### src/rtl/shift_arbiter_pkg.sv
// Shared definitions for the two-requester shift arbiter: default widths,
// FSM state encoding and shift-direction constants.
package shift_arbiter_pkg;

    localparam int unsigned DEF_DATA_W = 8;
    localparam int unsigned DEF_AMT_W  = 3;

    localparam logic DIR_LEFT  = 1'b0;
    localparam logic DIR_RIGHT = 1'b1;

    typedef enum logic [1:0] {
        ST_IDLE = 2'd0,
        ST_EXEC = 2'd1,
        ST_RESP = 2'd2
    } state_t;

endpackage

### src/rtl/shift_arbiter_shift_lr_unit.sv
// Combinational bidirectional logical shifter shared by both requesters.
module shift_lr_unit
    import shift_arbiter_pkg::*;
#(
    parameter int unsigned DATA_W = DEF_DATA_W,
    parameter int unsigned AMT_W  = DEF_AMT_W
) (
    input  logic [DATA_W-1:0] a,
    input  logic [AMT_W-1:0]  amt,
    input  logic              dir,
    output logic [DATA_W-1:0] y
);

    always_comb begin
        if (dir == DIR_RIGHT) begin
            y = a >> amt;
        end else begin
            y = a << amt;
        end
    end

endmodule

### src/rtl/shift_arbiter.sv
// Two-requester arbiter in front of one shared logical shifter; a 3-state
// FSM accepts one operation, computes it, then holds the result until taken.
module shift_arbiter
    import shift_arbiter_pkg::*;
#(
    parameter int unsigned DATA_W = DEF_DATA_W,
    parameter int unsigned AMT_W  = DEF_AMT_W
) (
    input  logic              clk,
    input  logic              reset_n,

    input  logic              req0_valid,
    output logic              req0_ready,
    input  logic [DATA_W-1:0] req0_a,
    input  logic [AMT_W-1:0]  req0_amt,
    input  logic              req0_dir,

    input  logic              req1_valid,
    output logic              req1_ready,
    input  logic [DATA_W-1:0] req1_a,
    input  logic [AMT_W-1:0]  req1_amt,
    input  logic              req1_dir,

    output logic              res_valid,
    input  logic              res_ready,
    output logic [DATA_W-1:0] res_y,
    output logic              res_id,

    output logic              busy
);

    state_t              state;
    logic                prio;
    logic [DATA_W-1:0]   op_a;
    logic [AMT_W-1:0]    op_amt;
    logic                op_dir;
    logic                op_id;

    logic                idle_c;
    logic                grant_id_c;
    logic                accept_c;
    logic [DATA_W-1:0]   shift_y_c;

    shift_lr_unit #(
        .DATA_W (DATA_W),
        .AMT_W  (AMT_W)
    ) u_shift (
        .a   (op_a),
        .amt (op_amt),
        .dir (op_dir),
        .y   (shift_y_c)
    );

    // Grant and handshake; ready/busy are forced low while reset_n is held low.
    always_comb begin
        idle_c     = reset_n && (state == ST_IDLE);
        grant_id_c = (req0_valid && req1_valid) ? prio : req1_valid;
        accept_c   = idle_c && (req0_valid || req1_valid);
        req0_ready = accept_c && !grant_id_c;
        req1_ready = accept_c && grant_id_c;
        busy       = reset_n && (state != ST_IDLE);
    end

    always_ff @(posedge clk) begin
        if (!reset_n) begin
            state     <= ST_IDLE;
            prio      <= 1'b0;
            op_a      <= '0;
            op_amt    <= '0;
            op_dir    <= 1'b0;
            op_id     <= 1'b0;
            res_valid <= 1'b0;
            res_y     <= '0;
            res_id    <= 1'b0;
        end else begin
            case (state)
                ST_IDLE: begin
                    if (accept_c) begin
                        op_a   <= grant_id_c ? req1_a   : req0_a;
                        op_amt <= grant_id_c ? req1_amt : req0_amt;
                        op_dir <= grant_id_c ? req1_dir : req0_dir;
                        op_id  <= grant_id_c;
                        prio   <= !grant_id_c;
                        state  <= ST_EXEC;
                    end
                end
                ST_EXEC: begin
                    res_y     <= shift_y_c;
                    res_id    <= op_id;
                    res_valid <= 1'b1;
                    state     <= ST_RESP;
                end
                ST_RESP: begin
                    if (res_ready) begin
                        res_valid <= 1'b0;
                        state     <= ST_IDLE;
                    end
                end
                default: begin
                    state <= ST_IDLE;
                end
            endcase
        end
    end

endmodule

### config.mk
export PLATFORM = sky130hd
export DESIGN_NAME = shift_arbiter
export DESIGN_NICKNAME = d
export VERILOG_FILES = /design/src/rtl/shift_arbiter_pkg.sv /design/src/rtl/shift_arbiter_shift_lr_unit.sv /design/src/rtl/shift_arbiter.sv
export SDC_FILE = /design/constraint.sdc
export NUM_CORES = 1
export LEC_CHECK = 0
export CORE_UTILIZATION = 50
export CTS_BUF_LIST = sky130_fd_sc_hd__clkbuf_8
export CTS_CLUSTER_SIZE = 8
export DETAILED_ROUTE_END_ITERATION = 12
export PLACE_DENSITY_LB_ADDON = 0.2
export REMOVE_ABC_BUFFERS = 1
export SYNTH_ARGS = -nofsm -noshare
export SYNTH_HDL_FRONTEND = slang
export SYNTH_SLANG_ARGS = --single-unit
### constraint.sdc
create_clock -name clk -period 3 [get_ports clk]
set_input_delay 0.9 -clock clk [delete_from_list [all_inputs] [get_ports clk]]
set_output_delay 0.9 -clock clk [all_outputs]
set_load 0.01 [all_outputs]
==> reports/qor.yml, run 1 <==
worst_hold_path:
  hold_class: "register to register"
global_routing:
  grtUsageTotal: 0.228
  top_usage_layer: "met2"
  grt_pass1_vias: 1336
  grt_max_degree: 21
  antenna_found_initial: 0
  overflow: 0
  use_met3: 0.0374
  gr-usage-met2: 0.365
  gr-usage-met1: 0.306
  grt_pass1_wl_um: 6000
clock_network:
  cts_root_buf: "clkbuf_8"
  clk_pin_slew_ns: 0.09
  cts_sinks: 26
  holdBufCountCts: 0
  post_cts_buffers: 0
  cts_resized: 4
  cts-htree-levels: 1
  cts_inserted_buffers: 3
  clockBufferDepth: 2
  clk_latency_ns: 0.28
  cts_tree: "done"
yosys:
  async_reset_ff_frac: 0
  synth-main-ff-cell: "dfxtp_1"
  synth_area_per_cell_um2: 9.31
  yosys-top-cells-count: "dfxtp_1, nor2_1, a222oi_1"
  synth_edf_count: 0
  ys_warn_count: 0
  yosysSeqAreaShare: 0.321
  synth_most_common_cell: "dfxtp_1"
  yosysUniqueCellTypes: 46
  synth_area_leader_cell: "dfxtp_1"
  syn_inst: 174
  synth_area_leaders: "dfxtp_1, a222oi_1, mux4_2"
  syn-cell-area_um2: 1620
  yosys.area.top_type_share: 0.321
  synth_seq_cells: 26
floorplan:
  start_util: 0.531
  coreArea_um2: 3050
  num_rows: 20
  die_x_um: 58.9
  die_height_um: 58.9
  dieArea_um2: 3470
  ioPinCount: 42
timing:
  hold_viol: 0
  relSlewSlack: 0.406
  setup_violations: 0
  fmax_ghz: 0.347
  tns_ns: 0
  rsz0062_at_grt: "no"
  post-route-period-util: 0.961
  finClkSkew_ns: 0.00862
  period_needed_ns: 2.88
  setup_ws_ns: 0.118
  slew_viol_final: 0
  worstMarginPinSlew_ns: 0.886
setup_path:
  critPathKind: "input pin to output port"
  arrival_ns: 1.98
  crit_fanout: 2
  end_kind: "output port"
  start_kind: "input pin"
  critPathRequiredTime_ns: 2.10
cells_and_area:
  multi_input_area_um2: 950
  fin_nets: 237
  nFillCells: 252
  area_delta_synth_final_pct: 26.4
  seq_area_um2: 520
  num_antenna_cells: 0
  layout-drive-gt1-share: 0.112
  postLayoutCoreUtil: 0.671
drt:
  drt_iter0_drc: 75
  via_per_inst: 6.08
  avgRoutedWirePerCell_um: 15.2
  routed_wl_um: 3790
  ant_nets: 0
  via_count: 1519
  drtPass1Iterations: 4
  drc_errors: 0
power_and_ir_drop:
  power.density_nw_per_um2: 400
  swShare: 0.297
  switching_power_mw: 0.244
  comb_power_share: 0.251
  internal_power_mw: 0.576
  vdd_drop_max_mv: 0.255
  seq_power_share: 0.500
  power.leakage_nw: 0.723
  clock_power_share: 0.248
place:
  gp_congestion: 0.837
  dp.final_hpwl_um: 2760
  pre_cts_ws_ns: -0.398
  port_buffers: 41
run_status:
  status: "complete, no violations"
run:
  cap_viol_max_count: 0
==> state kept, by name (all words and copies together), names as in the netlist, 2 cells and up <==
register  flops
state         2
op_amt        3
op_a          8
res_y         8
==> cells by family after synthesis <==
group                  Yosys count  share of synthesized area
AO/OA/AOI/OAI                   54                      0.261
buffers and inverters           26                     0.0927
flip-flops                      26                      0.321
multiplexers                    18                      0.175
AND/OR/NAND/NOR                 50                      0.151
==> layout by cell type, fill, tap and decap left out, types with 2 or more instances in the layout <==
master	n
a21oi_1	10
a222oi_1	12
a22o_1	3
buf_4	7
clkbuf_8	3
clkdlybuf4s50_1	38
dfxtp_1	26
dlygate4sd2_1	2
inv_1	7
mux2_2	3
mux2i_1	8
mux4_1	3
mux4_2	4
nand2_1	10
nand3_1	2
nand3b_1	4
nor2_1	20
nor3_1	5
o211ai_1	2
o21ai_0	6
o21ai_1	3
o41ai_1	6
==> area by class of cell <==
| cell class | instances | share of cell area |
|---|---|---|
| flip-flops and latches | 26 | 0.254 |
| repair buffers | 48 | 0.222 |
| inverters | 7 | 0.0128 |
| multi-input cells | 122 | 0.464 |
| well taps | 44 | 0.0269 |
| clock buffers | 3 | 0.0202 |
==> metrics by stage <==
| stage | instances | hold slack (ns) | total power, mW | area [um2] |
|---|---|---|---|---|
| floorplan | 155 | 0.432 | 0.525 | 1500 |
| global placement | 247 | 0.449 | 0.619 | 2010 |
| detailed placement | 247 | 0.457 | 0.625 | 2010 |
| CTS | 250 | 0.469 | 0.820 | 2050 |
| global route | 250 | 0.483 | 0.859 | 2050 |
| finish | 250 | 0.465 | 0.820 | 2050 |
==> path summary, 6_finish.rpt <==
check	start	end	slack [ns]	cells past startpoint
worst max-delay path	req0_valid	req0_ready	0.12	4
worst min-delay path	res_id	res_id	0.47	2
worst max register to register	op_amt[1]	res_y[7]	1.20	5
worst min register to register	res_id	res_id	0.47	2
==> worst max-delay path, cell delays in order <==
cell and delay (ns):
clkdlybuf4s50_1 0.48, inv_1 0.08, a2111oi_4 0.33, clkbuf_2 0.19
==> routing by layer <==
metal	part of all wire	vias up
met5	0	-
met4	0.016	0
met3	0.053	7
met2	0.48	63
met1	0.45	716
li1	-	733
==> power groups by stage <==
stage / logic, mW / registers (mW) / clock network, mW
after floorplan: 0.111 / 0.414 / 0
after global placement: 0.202 / 0.417 / 0
after detailed placement: 0.207 / 0.418 / 0
after CTS: 0.206 / 0.410 / 0.204
after global routing: 0.224 / 0.415 / 0.220
final: 0.206 / 0.410 / 0.204
(Power assumes the default switching activity.)
==> run 2: changes to the inputs <==
==> constraint.sdc (replaced) <==
create_clock -name clk -period 3.6 [get_ports clk]
set_input_delay 1.08 -clock clk [delete_from_list [all_inputs] [get_ports clk]]
set_output_delay 1.08 -clock clk [all_outputs]
set_load 0.01 [all_outputs]
==> reports/qor.yml, run 2 (synthesis gave the netlist of run 1 again) <==
power_and_ir_drop:
  internal_power_mw: 0.503  # -13%
  power.density_nw_per_um2: 344  # -14%
  seq_power_share: 0.487  # -0.013
  power.leakage_nw: 0.724  # about the same
  swShare: 0.290  # -0.00741
  vdd_drop_max_mv: 0.203  # -21%
  comb_power_share: 0.239  # -0.012
  switching_power_mw: 0.205  # -16%
  clock_power_share: 0.273  # +0.025
cells_and_area:
  nFillCells: 257  # +2.0%
  postLayoutCoreUtil: 0.675  # +0.00369
  fin_nets: 236  # -0.42%
  area_delta_synth_final_pct: 27.1
  final_common_cell: "clkdlybuf4s50_1"
  reg_top3: "op_a (8), res_y (8), op_amt (3)"
  layout-drive-gt1-share: 0.107  # -0.00485
  fin_cells: 250  # unchanged
  final_cell_mix: "clkdlybuf4s50_1, dfxtp_1, nor2_1, a222oi_1"
  num_antenna_cells: 0  # unchanged
timing:
  post-route-period-util: 0.976
  rsz0062_at_grt: "no"
  period_needed_ns: 3.51
  fmax_ghz: 0.285
  relSlewSlack: 0.376  # -0.0296
  hold_viol: 0  # unchanged
  finClkSkew_ns: 0.00665  # -0.00197 ns
  worstMarginPinSlew_ns: 0.930  # +0.0441 ns
  slew_viol_final: 0  # unchanged
  setup_violations: 0  # unchanged
setup_path:
  critPathRequiredTime_ns: 2.52  # +0.42 ns
  max_stage_delay_ns: 0.54  # +0.06 ns
  reg2reg_setup_slack_ns: 1.63  # +0.43 ns
  end_kind: "output port"
  reg2reg_depth: 4  # -1
  cpMostUsedCell: "clkdlybuf4s50_1"
  arrival_ns: 2.43  # +0.45 ns
  crit_fanout: 2  # unchanged
  cpMaxStageDelayCell: "clkdlybuf4s50_1"
  start_kind: "input pin"
  path_cells: "clkdlybuf4s50_1 > buf_4 > o211a_1 > clkdlybuf4s50_1"
  critPathKind: "input pin to output port"
drt:
  avgRoutedWirePerCell_um: 15.7  # +3.4%
  ant_nets: 0  # unchanged
  drtPass1Iterations: 5  # +1
  drt_iter0_drc: 120  # +60%
  drc_errors: 0  # unchanged
  via_per_inst: 6.01  # -1.1%
  via_count: 1503  # -1.1%
  routed_wl_um: 3920  # +3.4%
floorplan:
  start_util: 0.531  # unchanged
  coreArea_um2: 3050  # unchanged
  num_rows: 20  # unchanged
  dieArea_um2: 3470  # unchanged
  die_x_um: 58.9  # unchanged
  die_height_um: 58.9  # unchanged
  ioPinCount: 42  # unchanged
clock_network:
  clockBufferDepth: 2  # unchanged
  cts_root_buf: "clkbuf_8"
  cts-htree-levels: 1  # unchanged
  holdBufCountCts: 0  # unchanged
  cts_tree: "done"
  cts_sinks: 26  # unchanged
  clk_pin_slew_ns: 0.09  # about the same
  cts_inserted_buffers: 3  # unchanged
  clk_latency_ns: 0.28  # about the same
place:
  port_buffers: 41  # unchanged
  gp_congestion: 0.823  # -1.7%
  dp.final_hpwl_um: 2840  # +2.9%
  dp_cells: 246  # -0.40%
worst_hold_path:
  min_path_cells: 2  # unchanged
  hold_class: "register to register"
global_routing:
  overflow: 0  # unchanged
  antenna_found_initial: 0  # unchanged
  grt_pass1_wl_um: 6610  # +10%
  grtUsageTotal: 0.252  # +0.0237
  grt_max_degree: 26  # +24%
  grt_pass1_vias: 1419  # +6.2%
run_status:
  status: "complete, no violations"
run:
  cap_viol_max_count: 0  # unchanged
-- run 2: critical path, delay by kind of cell --
family	cells	cell delay, ns
AOI/OAI and AO/OA	1	0.15
buffers and inverters	3	1.21
-- run 2: area by class of cell --
| class | count | area [um2] | share of cell area |
|---|---|---|---|
| Multi-Input combinational cell | 122 | 950 | 0.461 |
| Tap cell | 44 | 55.1 | 0.0267 |
| Timing Repair Buffer | 47 | 453 | 0.220 |
| Inverter | 7 | 26.3 | 0.0128 |
| Clock buffer | 4 | 55.1 | 0.0267 |
| Sequential cell | 26 | 520 | 0.253 |
-- run 2: layer usage --
metal,vias up,part of all wire,global-route usage
li1,735,-,-
met1,711,0.44,0.326
met2,52,0.50,0.427
met3,5,0.048,0.0440
met4,0,0.012,0.0782
met5,-,0,0
-- run 2: worst paths after layout --
check / from / endpoint
min reg2reg: res_id / res_id
max: req1_valid / req1_ready
min: res_id / res_id
max reg2reg: op_amt[2] / res_y[7]
-- run 2: power groups by stage --
stage               clock (mW)  combinational (mW)  sequential (mW)
finish                   0.194               0.169            0.345
global route             0.209               0.187            0.350
CTS                      0.196               0.170            0.345
detailed placement           0               0.170            0.351
global placement             0               0.164            0.350
floorplan                    0              0.0922            0.345
-- run 2: what timing repair did --
item / in CTS / in global routing
resized for setup: 2 / 0
buffers inserted: 0 / 0
setup endpoints to repair: 2 / 0
-- run 2: metrics by stage --
step           area [um2]  hold WS [ns]  setup TNS (ns)  total power [mW]  worst slack (ns)
2_1_floorplan        1500         0.432               0             0.437             0.587
3_3_place_gp         2010         0.449          -0.285             0.514            -0.176
3_5_place_dp         2010         0.460          -0.330             0.522            -0.209
4_1_cts              2060         0.472               0             0.711            0.0786
5_1_grt              2060         0.499               0             0.746            0.0129
6_report             2060         0.476               0             0.708            0.0865
==> run 3: changes to the inputs <==
--- a/config.mk
+++ b/config.mk
@@ -5,7 +5,9 @@
 export SDC_FILE = /design/constraint.sdc
 export NUM_CORES = 1
 export LEC_CHECK = 0
-export CORE_UTILIZATION = 50
+export CELL_PAD_IN_SITES_DETAIL_PLACEMENT = 0
+export CELL_PAD_IN_SITES_GLOBAL_PLACEMENT = 1
+export CORE_UTILIZATION = 41
 export CTS_BUF_LIST = sky130_fd_sc_hd__clkbuf_8
 export CTS_CLUSTER_SIZE = 8
 export DETAILED_ROUTE_END_ITERATION = 12
==> reports/qor.yml, run 3 (synthesis gave the netlist of run 1 again) <==
run_status:
  status: "complete, no violations"
floorplan:
  start_util: 0.436  # -0.0947
  coreArea_um2: 3720  # +22%
  die_x_um: 64.9  # +10%
  ioPinCount: 42  # unchanged
  die_height_um: 64.9  # +10%
  num_rows: 22  # +10%
  dieArea_um2: 4210  # +21%
setup_path:
  cpMostUsedCell: "clkdlybuf4s50_1"
  end_kind: "output port"
  critPathKind: "input pin to output port"
  critPathRequiredTime_ns: 2.52  # about the same
  start_kind: "input pin"
  crit_fanout: 2  # unchanged
  critPathBufInv: 3  # unchanged
  crit_family: "buffers and inverters"
  r2r-start: "op_amt[1]"
  crit_start: "req1_valid"
  cpMaxStageDelayCell: "clkdlybuf4s50_1"
  arrival_ns: 2.43  # about the same
  path_cells: "clkdlybuf4s50_1 > buf_4 > o211a_1 > clkdlybuf4s50_1"
  max_stage_delay_ns: 0.54  # about the same
cells_and_area:
  layout-drive-gt1-share: 0.102  # -0.00436
  final_cell_mix: "clkdlybuf4s50_1, dfxtp_1, nor2_1, a222oi_1"
  area_delta_synth_final_pct: 26.9
  reg_top3: "op_a (8), res_y (8), op_amt (3)"
  seq_area_um2: 520  # unchanged
  fin_nets: 235  # -0.42%
  final_common_cell: "clkdlybuf4s50_1"
  nFillCells: 353  # +37%
  num_antenna_cells: 0  # unchanged
  multi_input_area_um2: 950  # unchanged
power_and_ir_drop:
  power_mw: 0.706  # -0.30%
  power.leakage_nw: 0.718  # -0.74%
  vdd_drop_max_mv: 0.169  # -17%
  power.density_nw_per_um2: 343  # -0.18%
timing:
  post-route-period-util: 0.974  # -0.00158
  slew_viol_final: 0  # unchanged
  period_needed_ns: 3.51  # -0.00569 ns
  fmax_ghz: 0.285  # +0.16%
  rsz0062_at_grt: "no"
  finClkSkew_ns: 0.00162  # -0.00503 ns
  setup_violations: 0  # unchanged
  relSlewSlack: 0.343  # -0.0329
  setup_ws_ns: 0.0922  # +0.00569 ns
  worstMarginPinSlew_ns: 0.979  # +0.0489 ns
  hold_viol: 0  # unchanged
global_routing:
  grt_pass1_vias: 1489  # +4.9%
  antenna_found_initial: 0  # unchanged
  grt_pass1_wl_um: 6750  # +2.1%
  grt_max_degree: 26  # unchanged
  grtUsageTotal: 0.203  # -0.0490
  overflow: 0  # unchanged
clock_network:
  post_cts_buffers: 0  # unchanged
  cts_inserted_buffers: 3  # unchanged
  cts_root_buf: "clkbuf_8"
  cts-htree-levels: 1  # unchanged
  cts_tree: "done"
  holdBufCountCts: 0  # unchanged
  clockBufferDepth: 2  # unchanged
  clk_pin_slew_ns: 0.09  # about the same
  cts_resized: 2  # unchanged
  cts_sinks: 26  # unchanged
  clk_latency_ns: 0.27  # about the same
drt:
  ant_nets: 0  # unchanged
  drtPass1Iterations: 5  # unchanged
  drc_errors: 0  # unchanged
  via_per_inst: 5.82  # -3.2%
  routed_wl_um: 3890  # -0.69%
  via_count: 1472  # -2.1%
  drt_iter0_drc: 105  # -13%
  avgRoutedWirePerCell_um: 15.4  # -1.9%
place:
  dp.final_hpwl_um: 2780  # -2.2%
  port_buffers: 41  # unchanged
  gp_congestion: 0.810  # -1.6%
  pre_cts_ws_ns: -0.180  # +0.0295 ns
run:
  cap_viol_max_count: 0  # unchanged
worst_hold_path:
  min_from: "res_id"
  hold_class: "register to register"
-- run 3: cell types whose count changed in the layout (fill, tap and decap cells not counted), sizes merged --
cell / previous run / this run
buf: 6 / 5
-- run 3: tightest hold or removal path, stage by stage, from the launching register on --
cell and delay (ns):
dfxtp_1 0.32, nand2_1 0.05, a21oi_1 0.05
-- run 3: routing by layer --
layer  share of wire  up-vias  global-route usage
met5               0        -                   0
met3           0.043        2              0.0282
met4          0.0057        0              0.0611
li1                -      732                   -
met1            0.46      692               0.261
met2            0.49       46               0.348
-- run 3: power by group --
group          switching [mW]  internal [mW]
Combinational          0.0681         0.0972
Sequential             0.0418          0.307
Clock                  0.0942         0.0978
-- run 3: final timing paths --
kind	slack, ns	to	cells past startpoint
max reg2reg	1.51	res_y[0]	4
max	0.09	req1_ready	4
min	0.47	res_id	2
min reg2reg	0.47	res_id	2
-- run 3: cell type report --
type | instances | share of cell area
multi-input cells | 122 | 0.462
inverters | 7 | 0.0128
repair buffers | 46 | 0.217
flip-flops and latches | 26 | 0.253
clock buffers | 4 | 0.0268
well taps | 48 | 0.0292
-- run 3: metrics by stage --
stage | TNS (ns) | cell area (um2) | std cells | hold WS (ns) | util
after CTS | 0 | 2060 | 253 | 0.470 | 0.554
after global routing | 0 | 2060 | 253 | 0.491 | 0.554
after detailed placement | -0.285 | 2000 | 249 | 0.457 | 0.539
final | 0 | 2060 | 253 | 0.468 | 0.554
after floorplan | 0 | 1500 | 155 | 0.432 | -
after global placement | -0.279 | 2000 | 249 | 0.442 | 0.539
